### config.mk
export PLATFORM = sky130hd
export DESIGN_NAME = ysyx_23060208_rd_xbar
export DESIGN_NICKNAME = d
export VERILOG_FILES = /design/src/rtl/ysyx_23060208_axi_pkg.sv /design/src/rtl/ysyx_23060208_rr_arb2.sv /design/src/rtl/ysyx_23060208_rd_xbar.sv
export SDC_FILE = /design/constraint.sdc
export NUM_CORES = 1
export LEC_CHECK = 0
export BUFFER_PORTS_ARGS = -buffer_cell sky130_fd_sc_hd__buf_2
export CAP_MARGIN = 20
export CORE_AREA = 2 2 110 112
export CTS_CLUSTER_DIAMETER = 100
export DETAILED_ROUTE_END_ITERATION = 8
export DIE_AREA = 0 0 112 114
export GPL_ROUTABILITY_DRIVEN = 1
export PLACE_DENSITY = 0.64
export SETUP_SLACK_MARGIN = 0.15
export SLEW_MARGIN = 20
export SYNTH_ARGS = -nofsm -noshare
export SYNTH_HDL_FRONTEND = slang
export SYNTH_HIERARCHICAL = 1
export SYNTH_SLANG_ARGS = --single-unit
### constraint.sdc
create_clock -name clk -period 2 [get_ports clk]
set_input_delay 0.4 -clock clk [delete_from_list [all_inputs] [get_ports clk]]
set_output_delay 0.4 -clock clk [all_outputs]
set_load 0.02 [all_outputs]
### src/rtl/ysyx_23060208_axi_pkg.sv
// Shared AXI-Lite read-path definitions: crossbar FSM states, response codes
// and the CLINT address window (also used by ysyx_23060208_clint).
package ysyx_23060208_axi_pkg;

  typedef enum logic [1:0] {
    IDLE = 2'd0,
    ADDR = 2'd1,
    DATA = 2'd2
  } xbar_state_e;

  localparam logic [1:0] RESP_OKAY   = 2'b00;
  localparam logic [1:0] RESP_EXOKAY = 2'b01;
  localparam logic [1:0] RESP_SLVERR = 2'b10;
  localparam logic [1:0] RESP_DECERR = 2'b11;

  // Base must stay below 2^32-8 so base+size never wraps.
  localparam logic [31:0] CLINT_BASE = 32'ha000_0048;
  localparam logic [31:0] CLINT_SIZE = 32'd8;

endpackage

### src/rtl/ysyx_23060208_rr_arb2.sv
// Two-way round-robin arbiter, purely combinational.
//  req  : request vector, bit i = master i
//  last : index of the master granted most recently
//  gnt  : one-hot grant (0 when nobody requests)
// The last-grant history lives in the caller.
module ysyx_23060208_rr_arb2 (
  input  logic [1:0] req,
  input  logic       last,
  output logic [1:0] gnt
);

  always_comb begin
    gnt = req;
    // Contention: hand the grant to whoever did not win last time.
    if (&req) gnt = last ? 2'b01 : 2'b10;
  end

endmodule

### src/rtl/ysyx_23060208_rd_xbar.sv
// 2x2 AXI-Lite read crossbar: IFU (M0) and LSU (M1) onto SRAM (S0) and
// CLINT (S1). Round-robin arbitration, address decode on the latched
// address, one outstanding read end-to-end.
//  clk, rst           : clock, synchronous active-high reset
//  m{0,1}_ar*/r*      : master-side AR/R channels (xbar is the slave)
//  s{0,1}_ar*/r*      : slave-side AR/R channels (xbar is the master)
module ysyx_23060208_rd_xbar #(
  parameter int                    DATA_WIDTH = 32,
  parameter logic [DATA_WIDTH-1:0] CLINT_BASE = ysyx_23060208_axi_pkg::CLINT_BASE
) (
  input  logic                  clk,
  input  logic                  rst,
  input  logic [DATA_WIDTH-1:0] m0_araddr,
  input  logic                  m0_arvalid,
  output logic                  m0_arready,
  output logic [DATA_WIDTH-1:0] m0_rdata,
  output logic [1:0]            m0_rresp,
  output logic                  m0_rvalid,
  input  logic                  m0_rready,
  input  logic [DATA_WIDTH-1:0] m1_araddr,
  input  logic                  m1_arvalid,
  output logic                  m1_arready,
  output logic [DATA_WIDTH-1:0] m1_rdata,
  output logic [1:0]            m1_rresp,
  output logic                  m1_rvalid,
  input  logic                  m1_rready,
  output logic [DATA_WIDTH-1:0] s0_araddr,
  output logic                  s0_arvalid,
  input  logic                  s0_arready,
  input  logic [DATA_WIDTH-1:0] s0_rdata,
  input  logic [1:0]            s0_rresp,
  input  logic                  s0_rvalid,
  output logic                  s0_rready,
  output logic [DATA_WIDTH-1:0] s1_araddr,
  output logic                  s1_arvalid,
  input  logic                  s1_arready,
  input  logic [DATA_WIDTH-1:0] s1_rdata,
  input  logic [1:0]            s1_rresp,
  input  logic                  s1_rvalid,
  output logic                  s1_rready
);
  import ysyx_23060208_axi_pkg::*;

  localparam logic [DATA_WIDTH-1:0] CLINT_END = CLINT_BASE + DATA_WIDTH'(CLINT_SIZE);

  // Bundle per-port signals so the datapath can be indexed by grant/select.
  logic [1:0][DATA_WIDTH-1:0] m_araddr, m_rdata, s_araddr, s_rdata;
  logic [1:0][1:0]            m_rresp, s_rresp;
  logic [1:0]                 m_arvalid, m_arready, m_rvalid, m_rready;
  logic [1:0]                 s_arvalid, s_arready, s_rvalid, s_rready;

  assign m_araddr  = {m1_araddr, m0_araddr};
  assign m_arvalid = {m1_arvalid, m0_arvalid};
  assign m_rready  = {m1_rready, m0_rready};
  assign s_arready = {s1_arready, s0_arready};
  assign s_rdata   = {s1_rdata, s0_rdata};
  assign s_rresp   = {s1_rresp, s0_rresp};
  assign s_rvalid  = {s1_rvalid, s0_rvalid};

  assign {m1_arready, m0_arready} = m_arready;
  assign {m1_rvalid, m0_rvalid}   = m_rvalid;
  assign {m1_rdata, m0_rdata}     = m_rdata;
  assign {m1_rresp, m0_rresp}     = m_rresp;
  assign {s1_arvalid, s0_arvalid} = s_arvalid;
  assign {s1_araddr, s0_araddr}   = s_araddr;
  assign {s1_rready, s0_rready}   = s_rready;

  xbar_state_e           state_q, state_d;
  logic                  last_q;   // master granted by the previous transaction
  logic                  g_q;      // master owning the current transaction
  logic                  sel_q;    // 1 = CLINT, 0 = SRAM
  logic [DATA_WIDTH-1:0] addr_q;

  logic [1:0]            gnt;
  logic                  gidx, win_hit, r_done;

  ysyx_23060208_rr_arb2 u_arb (
    .req  (m_arvalid),
    .last (last_q),
    .gnt  (gnt)
  );

  assign gidx    = gnt[1];
  assign win_hit = (m_araddr[gidx] >= CLINT_BASE) && (m_araddr[gidx] < CLINT_END);
  assign r_done  = s_rvalid[sel_q] && m_rready[g_q];

  always_comb begin
    state_d   = state_q;
    m_arready = '0;
    m_rvalid  = '0;
    m_rdata   = '0;
    m_rresp   = '0;
    s_arvalid = '0;
    s_araddr  = '0;
    s_rready  = '0;
    case (state_q)
      IDLE: begin
        // Gate with rst so no handshake is signalled while reset is held.
        if (|m_arvalid && !rst) begin
          m_arready = gnt;
          state_d   = ADDR;
        end
      end
      ADDR: begin
        s_arvalid[sel_q] = 1'b1;
        s_araddr[sel_q]  = addr_q;
        if (s_arready[sel_q]) state_d = DATA;
      end
      DATA: begin
        m_rvalid[g_q]   = s_rvalid[sel_q];
        m_rdata[g_q]    = s_rdata[sel_q];
        m_rresp[g_q]    = s_rresp[sel_q];
        s_rready[sel_q] = m_rready[g_q];
        if (r_done) state_d = IDLE;
      end
      default: state_d = IDLE;
    endcase
  end

  always_ff @(posedge clk) begin
    if (rst) begin
      state_q <= IDLE;
      last_q  <= 1'b1;
      g_q     <= 1'b0;
      sel_q   <= 1'b0;
      addr_q  <= '0;
    end else begin
      state_q <= state_d;
      if (state_q == IDLE && |m_arvalid) begin
        g_q    <= gidx;
        sel_q  <= win_hit;
        addr_q <= m_araddr[gidx];
      end
      if (state_q == DATA && r_done) last_q <= g_q;
    end
  end

endmodule

Word-level counts from Yosys, hierarchy flattened. Cells that the tools add are included.

Bits in registers: 37. Bits of input ports: 142. Output and inout port bits: 140. Word-level logic and storage cells: 70.

$lt $le $gt $ge: 7. Equality and inequality tests: 5. Multiplexer cells: 36. Bitwise gates (word level): 5. Reduce and logical (&&, ||, !) cells: 12.

Operators with widths (count): $mux W32 (6); $and A64 B64 Y64 (2); $mux W64 (2); $demux W32 S1 (2); $ge A32 B32 Y1 const B (1); $lt A32 B32 Y1 const B (1); $mux W2 (13); $mux W1 (8); $logic_and A1 B1 Y1 (7); $lt A1 B2 Y1 const B (3); $ne A2 B2 Y1 const B (3); $pmux W2 S3 (1); $and A2 B2 Y2 (2); $and A4 B4 Y4 (1); $mux W4 (1); $reduce_and A3 Y1 (1); $demux W1 S1 (2); $demux W2 S1 (1); $eq A2 B1 Y1 const B (1); $eq A2 B2 Y1 const B (1); $ge A1 B1 Y1 const B (2); $logic_not A2 Y1 (1); $reduce_and A2 Y1 (1); $reduce_or A2 Y1 (1); $logic_not A1 Y1 (1).

Depth between registers and ports, before layout. Gate-level depths: netlist (run 1).

Word-level depth: 6. Mapped depth: 6. Gate-level depth less buffers: 5.

Modules after synthesis. The synthesis (run 1) kept the hierarchy.

By module, submodules not included: ysyx_23060208_rd_xbar (instances 1, cells each 387, area each 2946.6 sq um, sequential area each 740.7 sq um); ysyx_23060208_rr_arb2 (instances 1, cells each 3, area each 18.8 sq um, sequential area each 0.0 sq um).

Least setup slack after synthesis (run 1). Ideal clock, no wire load.

Path kind: register -> output. Start point: reg sel_q. End point: out s1_rready. Arrival: 1.414 ns. Slack: 0.186 ns. Stages on the path, launching flop included: 5. Path buffers: 3. Path through: dfxtp_1 -> buf_2 -> buf_4 -> buf_2 -> nor3b_1.

Cells in the longest elaborated chain, start to end: 6. Elaborated cells on any way between the ends: 7.

RTL lines: start, declared (RTL line ysyx_23060208_rd_xbar.sv:71) `logic sel_q;`; start signal, assigned (RTL line ysyx_23060208_rd_xbar.sv:131) `sel_q <= win_hit;`; $lt A1 B2 Y1 (not written as such) or $ge A1 B1 Y1 (tied branches) (RTL line ysyx_23060208_rd_xbar.sv:113) `s_rready[sel_q] = m_rready[g_q];`; $logic_and A1 B1 Y1 (not written as such) (RTL line ysyx_23060208_rd_xbar.sv:113); $mux W1 (not written as such) (RTL line ysyx_23060208_rd_xbar.sv:113); $demux W1 S1 (*) (RTL line ysyx_23060208_rd_xbar.sv:113); $and A2 B2 Y2 (no source line) (*); $mux W2 (*) (RTL line ysyx_23060208_rd_xbar.sv:96) `case (state_q)`; end, declared (RTL line ysyx_23060208_rd_xbar.sv:40) `output logic s1_rready`.

Mark *: on every way between the ends. The rest lies on a longest branch, timed or not.

Final worst setup path (run 1).
Start point: reg sel_q. End point: out s0_araddr[5].

Cells in the longest elaborated chain, start to end: 6. Elaborated cells on any way between the ends: 7.

RTL lines: $lt A1 B2 Y1 (not written as such) or $ge A1 B1 Y1 (tied branches) (RTL line ysyx_23060208_rd_xbar.sv:106) `s_araddr[sel_q] = addr_q;`; $logic_and A1 B1 Y1 (not written as such) (RTL line ysyx_23060208_rd_xbar.sv:106); $mux W32 (not written as such) (RTL line ysyx_23060208_rd_xbar.sv:106); $demux W32 S1 (*) (RTL line ysyx_23060208_rd_xbar.sv:106); $and A64 B64 Y64 (no source line) (*); $mux W64 (*) (RTL line ysyx_23060208_rd_xbar.sv:96); end, declared (RTL line ysyx_23060208_rd_xbar.sv:27) `output logic [DATA_WIDTH-1:0] s0_araddr,`.

Marked as above.

==> impl_metrics.env, run 1 <==
export IMPL_tns_ns=0
export IMPL_synthTopCellsByArea="dfxtp_1 (25%), mux2i_1 (23%), and2_1 (14%)"
export IMPL_period_share=0.952
export IMPL_min_path_type="primary input to flip-flop"
export IMPL_synth_largest_area_cell="dfxtp_1"
export IMPL_core_area_sq_um=11700
export IMPL_ant_nets=0
export IMPL_finalMaxSlewViolations=0
export IMPL_synth_seq_area_share=0.250
export IMPL_finalCriticalPeriod_ns=1.90
export IMPL_met2_usage=0.331
export IMPL_vias_per_cell=4.69
export IMPL_synth_seq_cells=37
export IMPL_fp_dieH_um=114
export IMPL_fin_skew_ns=0.00527
export IMPL_area_growth_pct=83.1
export IMPL_irDropWorstVdd_mv=0.282
export IMPL_ys_types=35
export IMPL_crit_type="flip-flop to primary output"
export IMPL_numCtsBuffers=5
export IMPL_use_met1=0.221
export IMPL_synth_most_common_cell="nor2_1"
export IMPL_ys_warnings_count=6
export IMPL_arrival_ns=1.50
export IMPL_cts_clk_slew_worst_paths_ns=0.05
export IMPL_final_area_sq_um=5430
export IMPL_syn_cell_area_sq_um=2970
export IMPL_grt_pass1_vias=3563
export IMPL_synth_nets=532
export IMPL_setup_viol=0
export IMPL_htreeDepth=2
export IMPL_place_area_sq_um=4640
export IMPL_row_count=40
export IMPL_drt_iter0_drc=150
export IMPL_powerDensity_nw_per_um2=468
export IMPL_dr_pass1_iters=4
export IMPL_grt_max_degree=58
export IMPL_die_w_um=112
export IMPL_met3_usage=0.0207
export IMPL_nets=818
export IMPL_maxCapViolCount=0
export IMPL_start_util=0.253
export IMPL_routed_wirelength_um=13000
export IMPL_finalPower_w=0.00254
export IMPL_final_core_util=0.464
export IMPL_antenna_found_initial=0
export IMPL_cts_root_buf="clkbuf_16"
export IMPL_rsz0062_at_grt="yes"
export IMPL_wl_per_cell_um=15.8
export IMPL_clk_latency_ns=0.28
export IMPL_timing_slew_headroom=0.725
export IMPL_layout_drive_gt1_share=0.558
export IMPL_synth_top_area_frac=0.250
export IMPL_endpoint_kind="primary output"
export IMPL_die_area_sq_um=12800
export IMPL_instances_no_fill=823
export IMPL_io_pins=282
export IMPL_dp_hpwl_um=9720
export IMPL_avgSynthCellArea_sq_um=7.60
export IMPL_synth_edf_count=0
export IMPL_gp_congestion=0.801
export IMPL_fmax_mhz=525
export IMPL_busiest_layer="met2"
export IMPL_outcome="complete, no violations"
export IMPL_clock_sinks=37
export IMPL_clockBufferDepth=2
export IMPL_track_usage=0.176
export IMPL_grt_pass1_wl_um=18200
export IMPL_p_leak_nw=2.71
export IMPL_placed_cells=804
export IMPL_remaining_drc_errors=0
export IMPL_critPathRequiredTime_ns=1.60
export IMPL_cts_tree="yes"
export IMPL_critPathMaxFanout=8
export IMPL_netlist_top_cells_count="nor2_1 (106), mux2i_1 (69), and2_1 (64)"
export IMPL_diodes=0
export IMPL_ys_flop_type="dfxtp_1"
export IMPL_start_kind="flip-flop"
export IMPL_synthCells=390
export IMPL_overflow=0
export IMPL_final_hold_violation_count=0
export IMPL_tightest_slew_ns=0.407
export IMPL_vias=3860
export IMPL_synthArstFlopShare=0
export IMPL_port_buffers=281
-- flip-flops by register name, indices dropped and copies added, names as in the netlist --
name     flops
g_q          1
addr_q      32
sel_q        1
last_q       1
state_q      2
-- logic make-up (layout without fill, tap and decap cells) --
kind of cell / Yosys count / in the layout / synth area share
simple gates: 207 / 207 / 0.356
mux: 70 / 70 / 0.237
compound gates: 41 / 41 / 0.103
flops: 37 / 37 / 0.250
buf+inv: 35 / 321 / 0.0553
-- power breakdown --
part / internal (W) / switching (W) / total (W)
combinational: 0.000449 / 0.000444 / 0.000893
sequential: 0.000821 / 0.0000726 / 0.000893
clock: 0.000457 / 0.000299 / 0.000757
total: 0.00173 / 0.000816 / 0.00254
-- layout by cell type (no fill, tap or decap), drive strengths merged --
cell,instances
a2111oi,1
a211oi,32
a21boi,2
a21oi,2
a22oi,1
a32o,1
and2,64
and3,2
and3b,1
buf,310
clkbuf,8
clkinv,1
dfxtp,37
inv,2
mux2,1
mux2i,69
nand2,4
nand2b,2
nand3,2
nand3b,1
nand4,2
nor2,106
nor2b,1
nor3,7
nor3b,2
nor4,3
nor4b,8
nor4bb,1
o21ai,1
o22ai,1
or3,1
-- routing by layer --
metal / wire length, um / share of wire
met5: 0 / 0
met4: 139 / 0.011
met3: 777 / 0.060
met2: 6810 / 0.52
met1: 5280 / 0.41
-- through the flow --
step	hold slack [ns]	setup slack [ns]
after floorplan	0.458	0.186
after global placement	0.497	0.276
after detailed placement	0.501	0.203
after CTS	0.405	0.0946
after global routing	0.452	0.0285
final	0.405	0.0959
-- worst max-delay path: stages, from the launching register on --
cell and delay (ns):
dfxtp_4 0.40, nor3b_4 0.24, buf_12 0.17, clkbuf_16 0.16, and2_4 0.14, buf_6 0.11
-- what timing repair did --
| item | CTS | global route |
|---|---|---|
| buffers inserted | 3 | 3 |
| gates cloned | 3 | 3 |
| hold buffers | 0 | 0 |
| endpoints found under the setup margin | 134 | 142 |
| pin swaps | 3 | 10 |
| resized for setup | 41 | 116 |
-- cell type report --
class / count / area [sq um]
Sequential cell: 37 / 749
Clock inverter: 1 / 8.76
Inverter: 2 / 7.51
Fill cell: 1202 / 6280
Timing Repair Buffer: 312 / 2100
Tap cell: 147 / 184
Multi-Input combinational cell: 318 / 2250
Clock buffer: 6 / 129
-- path summary, 6_finish.rpt --
check                                             start                endpoint  slack (ns)  cells past startpoint
worst max register to register  state_q[1]$_SDFFE_PP0P_  addr_q[8]$_SDFFE_PP0P_        0.25                      7
worst max-delay path                 sel_q$_SDFFE_PP0P_            s0_araddr[5]         0.1                      5
worst min register to register   addr_q[4]$_SDFFE_PP0P_  addr_q[4]$_SDFFE_PP0P_        0.51                      2
worst min-delay path                                rst     last_q$_SDFFE_PP1P_        0.41                      3
No activity file was read; power rests on OpenSTA's default activity.
==> run 2, diff against run 1 <==
--- a/config.mk
+++ b/config.mk
@@ -6,16 +6,14 @@
 export NUM_CORES = 1
 export LEC_CHECK = 0
 export BUFFER_PORTS_ARGS = -buffer_cell sky130_fd_sc_hd__buf_2
-export CAP_MARGIN = 20
-export CORE_AREA = 2 2 110 112
+export CORE_AREA = 2 2 108 110
 export CTS_CLUSTER_DIAMETER = 100
 export DETAILED_ROUTE_END_ITERATION = 8
-export DIE_AREA = 0 0 112 114
+export DIE_AREA = 0 0 110 112
 export GPL_ROUTABILITY_DRIVEN = 1
-export PLACE_DENSITY = 0.64
+export PLACE_DENSITY = 0.67
 export SETUP_SLACK_MARGIN = 0.15
 export SLEW_MARGIN = 20
 export SYNTH_ARGS = -nofsm -noshare
 export SYNTH_HDL_FRONTEND = slang
-export SYNTH_HIERARCHICAL = 1
 export SYNTH_SLANG_ARGS = --single-unit
==> constraint.sdc (replaced) <==
create_clock -name clk -period 2 [get_ports clk]
set_input_delay 0.2 -clock clk [delete_from_list [all_inputs] [get_ports clk]]
set_output_delay 0.2 -clock clk [all_outputs]
set_load 0.02 [all_outputs]
==> run 2 against run 1 <==
  * Hold slack lost 0.22 ns
  * Global-route usage grew 0.72 points
  * Clock power is 20% higher
  * Utilization down 3.1 points
  * Die area decreased by 3.5%
  * Maximum frequency grew 9.5%
  * Register-to-register slack better by 0.40 ns
  * Routed wire length down 5.9%
  * Sequential cell count unchanged
  * Largest power group is now clock
  * Critical path type unchanged
  * Total power up 1.4%
  * Setup slack improved by 0.16 ns
==> impl_metrics.env, run 2 <==
export IMPL_port_buffers=281
export IMPL_numCtsBuffers=5
export IMPL_crit_type="flip-flop to primary output"
export IMPL_routed_wirelength_um=12200
export IMPL_critPathRequiredTime_ns=1.80
export IMPL_final_hold_violation_count=0
export IMPL_cp_num_buf_inv=2
export IMPL_synth_seq_cells=37
export IMPL_layout_drive_gt1_share=0.498
export IMPL_die_area_sq_um=12300
export IMPL_vias_per_cell=4.64
export IMPL_met2_usage=0.340
export IMPL_gp_congestion=0.810
export IMPL_use_met1=0.202
export IMPL_r2r_cells=4
export IMPL_setup_viol=0
export IMPL_area_growth_pct=55.8
export IMPL_clk_latency_ns=0.28
export IMPL_place_area_sq_um=4640
export IMPL_crit_chain="and2b_1 > nand2b_1 > buf_8 > nor2_1 > buf_2"
export IMPL_cp_depth=5
export IMPL_layout_common_cells="buf_2 (281), nor2_1 (108), mux2i_1 (70), and2_1 (64), dfxtp_1 (35)"
export IMPL_dp_hpwl_um=10000
export IMPL_synthArstFlopShare=0
export IMPL_wl_per_cell_um=15.3
export IMPL_htreeDepth=2
export IMPL_synthTopCellsByArea="dfxtp_1 (24%), mux2i_1 (23%), nor2_1 (13%)"
export IMPL_clock_sinks=37
export IMPL_ys_flop_type="dfxtp_1"
export IMPL_fp_dieH_um=112
export IMPL_core_area_sq_um=11200
export IMPL_largestRegisters="addr_q: 32 flops, state_q: 2 flops"
export IMPL_tightest_slew_ns=0.424
export IMPL_critPathMaxFanout=35
export IMPL_instances_no_fill=802
export IMPL_synth_nets=531
export IMPL_track_usage=0.183
export IMPL_n_fill_cell=1168
export IMPL_rsz0062_at_grt="no"
export IMPL_synth_largest_area_cell="dfxtp_1"
export IMPL_tns_ns=0
export IMPL_finalCriticalPeriod_ns=1.74
export IMPL_nets=797
export IMPL_io_pins=282
export IMPL_critPathMaxStageDelay_ns=0.45
export IMPL_start_kind="flip-flop"
export IMPL_maxCapViolCount=0
export IMPL_synth_top_area_frac=0.239
export IMPL_dr_pass1_iters=4
export IMPL_overflow=0
export IMPL_powerDensity_nw_per_um2=533
export IMPL_critPathSlowestCell="dfxtp_1"
export IMPL_endpoint_kind="primary output"
export IMPL_netlist_top_cells_count="nor2_1 (108), mux2i_1 (70), and2_1 (64)"
export IMPL_row_count=39
export IMPL_syn_cell_area_sq_um=3110
export IMPL_final_core_util=0.433
export IMPL_fin_skew_ns=0.0108
export IMPL_ant_nets=0
export IMPL_cts_tree="yes"
export IMPL_final_area_sq_um=4840
export IMPL_drt_iter0_drc=156
export IMPL_grt_pass1_vias=3466
export IMPL_start_util=0.278
export IMPL_ys_types=36
export IMPL_busiest_layer="met2"
export IMPL_finalMaxSlewViolations=0
export IMPL_die_w_um=110
export IMPL_path_delay_family="flip-flops"
export IMPL_outcome="complete, no violations"
export IMPL_hold_buffers=0
export IMPL_ys_warnings_count=0
export IMPL_synthCells=389
export IMPL_irDropWorstVdd_mv=0.393
export IMPL_remaining_drc_errors=0
export IMPL_min_path_type="primary input to flip-flop"
export IMPL_synth_seq_area_share=0.239
export IMPL_cts_clk_slew_worst_paths_ns=0.05
export IMPL_hold_path_depth=2
export IMPL_antenna_found_initial=6
export IMPL_p_leak_nw=2.51
export IMPL_met3_usage=0.0498
export IMPL_synth_edf_count=0
export IMPL_vias=3724
export IMPL_cts_root_buf="clkbuf_16"
export IMPL_grt_max_degree=41
export IMPL_placed_cells=791
export IMPL_cts_setup_buffers=0
export IMPL_top_register="addr_q"
export IMPL_grt_pass1_wl_um=17500
export IMPL_layout_commonest_cell="buf_2"
export IMPL_largest_reg_flops=32
export IMPL_timing_slew_headroom=0.715
export IMPL_avgSynthCellArea_sq_um=7.98
export IMPL_fmax_mhz=575
export IMPL_clockBufferDepth=2
export IMPL_arrival_ns=1.54
export IMPL_period_share=0.870
export IMPL_synth_most_common_cell="nor2_1"
==> run 2: power by group <==
| part | internal [W] | total (W) | leakage, nW | switching, W |
|---|---|---|---|---|
| sequential | 0.000825 | 0.000899 | 0.308 | 0.0000734 |
| combinational | 0.000343 | 0.000773 | 2.12 | 0.000429 |
| clock | 0.000590 | 0.000908 | 0.0842 | 0.000318 |
| total | 0.00176 | 0.00258 | 2.51 | 0.000820 |
==> run 2: final timing paths <==
path / startpoint / end / slack, ns
max: state_q[0]$_SDFFE_PP0P_ / m0_rdata[5] / 0.26
min: rst / state_q[1]$_SDFFE_PP0P_ / 0.19
min reg2reg: addr_q[4]$_SDFFE_PP0P_ / addr_q[4]$_SDFFE_PP0P_ / 0.51
max reg2reg: state_q[0]$_SDFFE_PP0P_ / addr_q[11]$_SDFFE_PP0P_ / 0.65
==> run 2: logic make-up (layout without fill, tap and decap cells) <==
logic type,count (synthesis),count (layout),synth area share
compound gates,40,40,0.127
buf+inv,36,303,0.0673
flops,37,37,0.239
mux,70,70,0.226
other cells,0,3,0
simple gates,206,206,0.342
==> run 2: routing by layer <==
layer,vias to the layer above,part of all wire,wire length (um)
met3,15,0.094,1150
met2,175,0.51,6190
li1,1878,-,-
met1,1652,0.39,4790
met4,4,0.0064,78
met5,-,0.0020,24
==> run 2: final cells by class <==
class                      instances  area, sq um  area share
multi-input combinational        316         2180       0.450
inverter                           2         7.51     0.00155
timing repair buffer             293         1560       0.322
tap                              143          179      0.0370
sequential                        37          743       0.154
antenna                            3         7.51     0.00155
clock buffer                       5          125      0.0259
clock inverter                     3         43.8     0.00905
==> run 2: repair_timing <==
action	4_1_cts	5_1_grt
pin swaps	0	0
setup endpoints to repair	2	92
resized for setup	1	6
==> run 2: metrics by stage <==
| stage | hold slack (ns) | worst slack (ns) | total power, W |
|---|---|---|---|
| after CTS | 0.191 | 0.163 | 0.00261 |
| after floorplan | 0.392 | 0.447 | 0.00137 |
| final | 0.187 | 0.261 | 0.00258 |
| after detailed placement | 0.473 | 0.451 | 0.00169 |
| after global placement | 0.461 | 0.493 | 0.00168 |
| after global routing | 0.206 | 0.160 | 0.00272 |
